$ cat config.mk
export PLATFORM = sky130hd
export DESIGN_NAME = mem_bus_arbiter
export DESIGN_NICKNAME = d
export VERILOG_FILES = /design/src/rtl/mem_bus_arbiter.sv
export SDC_FILE = /design/constraint.sdc
export NUM_CORES = 1
export LEC_CHECK = 0
export CORE_ASPECT_RATIO = 1.5
export CORE_MARGIN = 5
export CORE_UTILIZATION = 46
export CTS_BUF_LIST = sky130_fd_sc_hd__clkbuf_4
export CTS_CLUSTER_SIZE = 12
export DETAILED_ROUTE_END_ITERATION = 10
export PLACE_DENSITY = 0.91
export SETUP_SLACK_MARGIN = 0.1
export SYNTH_ARGS = -nofsm -noshare
export SYNTH_HDL_FRONTEND = slang
export SYNTH_SLANG_ARGS = --single-unit
$ cat constraint.sdc
create_clock -name clk -period 3.08 [get_ports clk]
set_input_delay 0.616 -clock clk [delete_from_list [all_inputs] [get_ports clk]]
set_output_delay 0.616 -clock clk [all_outputs]
set_load 0.02 [all_outputs]
$ cat src/rtl/mem_bus_arbiter.sv
// Two-port round-robin arbiter in front of a single-ported memory: CPU vs program loader.
// Each grant holds the strobes for MEM_LAT cycles, then pulses the grantee's ack for one cycle.
module mem_bus_arbiter #(
    parameter int AW      = 6,
    parameter int DW      = 8,
    parameter int MEM_LAT = 2
) (
    input  logic          clk,
    input  logic          reset,
    input  logic          cpu_req,
    input  logic          cpu_we,
    input  logic [AW-1:0] cpu_adr,
    input  logic [DW-1:0] cpu_wdata,
    output logic          cpu_ack,
    output logic [DW-1:0] cpu_rdata,
    input  logic          ldr_req,
    input  logic          ldr_we,
    input  logic [AW-1:0] ldr_adr,
    input  logic [DW-1:0] ldr_wdata,
    output logic          ldr_ack,
    output logic [DW-1:0] ldr_rdata,
    output logic [AW-1:0] adr_bus,
    output logic          rd_mem,
    output logic          wr_mem,
    output logic [DW-1:0] mem_wdata,
    input  logic [DW-1:0] mem_rdata,
    output logic          busy,
    output logic          owner
);

    localparam int            CW       = (MEM_LAT > 1) ? $clog2(MEM_LAT) : 1;
    localparam logic [CW-1:0] CNT_INIT = CW'(MEM_LAT - 1);

    typedef enum logic [1:0] {IDLE, ACCESS, ACK} state_t;

    state_t        state;
    logic [CW-1:0] cnt;
    logic          last_owner;

    logic          grant_ldr;
    logic          sel_we;
    logic [AW-1:0] sel_adr;
    logic [DW-1:0] sel_wdata;

    // Loader wins when it is alone, or on a tie when the CPU had the previous grant.
    always_comb begin
        // NOTE: every combinational output gets a default first so no path can infer a latch.
        grant_ldr = 1'b0;
        sel_we    = cpu_we;
        sel_adr   = cpu_adr;
        sel_wdata = cpu_wdata;
        if (ldr_req && (!cpu_req || !last_owner)) begin
            grant_ldr = 1'b1;
            sel_we    = ldr_we;
            sel_adr   = ldr_adr;
            sel_wdata = ldr_wdata;
        end
    end

    // NOTE: all state below is sequential and uses non-blocking assignments only.
    always_ff @(posedge clk or posedge reset) begin
        if (reset) begin
            state      <= IDLE;
            cnt        <= '0;
            last_owner <= 1'b1;
            owner      <= 1'b0;
            busy       <= 1'b0;
            adr_bus    <= '0;
            rd_mem     <= 1'b0;
            wr_mem     <= 1'b0;
            mem_wdata  <= '0;
            cpu_ack    <= 1'b0;
            ldr_ack    <= 1'b0;
            cpu_rdata  <= '0;
            ldr_rdata  <= '0;
        end else begin
            cpu_ack <= 1'b0;
            ldr_ack <= 1'b0;
            case (state)
                IDLE: begin
                    if (cpu_req || ldr_req) begin
                        state      <= ACCESS;
                        busy       <= 1'b1;
                        owner      <= grant_ldr;
                        last_owner <= grant_ldr;
                        cnt        <= CNT_INIT;
                        adr_bus    <= sel_adr;
                        rd_mem     <= !sel_we;
                        wr_mem     <= sel_we;
                        mem_wdata  <= sel_we ? sel_wdata : '0;
                    end
                end
                ACCESS: begin
                    if (cnt == '0) begin
                        // Read data is valid during the last strobe cycle.
                        if (rd_mem) begin
                            if (owner) ldr_rdata <= mem_rdata;
                            else       cpu_rdata <= mem_rdata;
                        end
                        state     <= ACK;
                        adr_bus   <= '0;
                        rd_mem    <= 1'b0;
                        wr_mem    <= 1'b0;
                        mem_wdata <= '0;
                        cpu_ack   <= !owner;
                        ldr_ack   <= owner;
                    end else begin
                        cnt <= cnt - 1'b1;
                    end
                end
                ACK: begin
                    state <= IDLE;
                    busy  <= 1'b0;
                end
                default: begin
                    state <= IDLE;
                    busy  <= 1'b0;
                end
            endcase
        end
    end

endmodule

==> flow_summary.ini <==
[clock_network]
tritoncts = done
clk_transition_reported_paths_ns = 0.12
cts.sinks = 40
cts_resized = 0
clock_path_buffers = 2
h-tree-depth = 2
numCtsBuffers = 5
clkLatencyLatePin_ns = 0.34
cts-root-buf = clkbuf_4
cts_setup_buffers = 0
cts_hold_buffers = 0

[drt]
drc = 0
drt-initial-drc-count = 47
vias = 1303
routed_via_density = 5.23
dr.pass1.iters = 4
detail-route-antenna-nets = 0
drt-total-wl_um = 4280
routedWlPerCell_um = 17.2

[timing]
finClkSkew_ns = 0.0134
slew_viol_final = 0
setup_viol_count_final = 0
period_share_pct = 66.8
tns_ns = 0
finalHoldViolCount = 0
grt_setup_unrepaired = no
min_period_ns = 2.06
tightest_slew_ns = 0.731
slew_headroom_pct = 51.3
layout_setup_ws_ns = 1.02
fmax_mhz = 486

[placed_design]
dpl_cell_area_um2 = 2520
portBuffers = 77
place_congestion = 0.834
dp_hpwl_um = 3330
dpl_worst_slack_ns = 0.714

[synth]
synth_area_um2 = 1710
ys_ff_latch = 40
syn_inst = 124
yosys-top-cells-area = dfrtp_1 57%, mux2_2 11%, mux2i_1 8.2%
ys.flop_type = dfrtp_1
synth_edf_count = 0
yosysMostFrequentCell = dfrtp_1
synth.largest_area_cell = dfrtp_1
synth_nets = 166
yosys.area.top_type_share_pct = 57.0
syn_area_per_cell_um2 = 13.8
ys.warnings.count = 0
ys_types = 24
async_reset_ff_share_pct = 100
synth-seq-area-share_pct = 58.5
synthTopCellsByCount = 39 x dfrtp_1, 17 x mux2_2, 16 x o2bb2ai_1

[worst_setup_path]
rrSetupSlack_ns = 1.37
cp.arrival_ns = 1.44
rr_startpoint = state[1]
required_ns = 2.46
crit_type = reg -> out
reg2reg_depth = 3
cp_max_fo = 6
path_cells = clkdlybuf4s50_1
cp.depth = 1
r2r-end = cpu_rdata[1]
worstSetupStartpointType = register
crit_family = buffers and inverters
cp_slowest_cell = clkdlybuf4s50_1
path_buf_inv = 1
worstSetupEndpointType = output pin
slowest_delay_ns = 0.64

[final_layout]
multi_input_area_um2 = 668
seq_area_um2 = 1000
nets = 247
layout-drive-gt1-share_pct = 16.0
fillCellCount = 257
final_core_util_pct = 70.6
antenna_cells = 0
syn2layout_area_growth_pct = 50.5
fin_area_um2 = 2580

[job]
maxCapViolations = 0

[grt]
grt_pass1_vias = 1474
antenna_found_initial = 0
grt_first_pass_wirelength_um = 7070
grt_overflow = 0
grt_max_degree = 41
track_usage_pct = 18.0

[worst_hold_path]
hold_end = wr_mem
whs_path_depth = 1
min_path_type = reg -> reg
hp-start = wr_mem

[die]
rows = 27
die_area_um2 = 5070
fp.coreArea_um2 = 3650
die_x_um = 59.8
die_h_um = 84.7
top_level_ports = 78
start_util_pct = 46.9

[power]
power.total_mw = 2.49
p_per_area_nw_per_um2 = 966
p_leak_nw = 1.09
ir_drop_v = 0.000713

[status]
status = completed
per-stage QoR:
step | hold slack (ns) | std cells
after floorplan | 0.494 | 124
after global placement | 0.472 | 241
after detailed placement | 0.477 | 241
after CTS | 0.505 | 249
after global routing | 0.522 | 249
final | 0.499 | 249
power by group:
part           switching (mW)  total [mW]  internal [mW]
combinational           0.639        1.29          0.653
sequential              0.164       0.945          0.780
clock                   0.167       0.254         0.0877
total                   0.970        2.49           1.52
layout make-up:
cell class              count  share of cell area [%]
clock buffers               5                    1.46
multi-input cells          76                    25.9
repair buffers             79                    30.5
well taps                  43                    2.09
inverters                   3                   0.437
flip-flops and latches     40                    38.9
clock inverters             3                   0.728
cells by family (layout without fill, tap and decap cells):
logic type             count (synthesis)  in the layout  synth area share [%]
AO/OA/AOI/OAI                         24             24                  11.2
buffers and inverters                  8             90                  2.70
flip-flops                            40             40                  58.5
multiplexers                          31             31                  19.4
AND/OR/NAND/NOR                       21             21                  8.25
layout by cell type (no fill, tap or decap), types with 2 or more instances in the layout:
cell type / count
clkdlybuf4s50_1: 77
dfrtp_1: 39
mux2_2: 17
o2bb2ai_1: 16
mux2i_1: 14
and2_1: 10
clkbuf_4: 5
nand2_1: 3
inv_1: 3
nor2b_1: 2
o21ai_0: 2
clkinv_2: 2
buf_4: 2
worst max path at each step:
stage / startpoint / to
detailed placement: ldr_req / mem_wdata[7]
finish: owner / owner
CTS: owner / owner
global route: owner / owner
floorplan: ldr_req / mem_wdata[1]
global placement: ldr_req / mem_wdata[1]
per-layer routing:
metal,up-vias,wire (um),track usage [%]
met5,-,0,0
met4,0,49,5.24
met3,5,500,6.92
met2,71,2140,30.6
met1,619,1580,20.5
li1,608,-,-
sequential cells by signal, indices dropped and copies added, names as in the netlist:
name,count
wr_mem,1
ldr_ack,1
cpu_ack,1
owner,1
rd_mem,1
busy,1
ldr_rdata,8
state,2
adr_bus,6
mem_wdata,8
cnt,1
cpu_rdata,8
last_owner,1
Note: power is estimated with default switching activity, not from simulation.
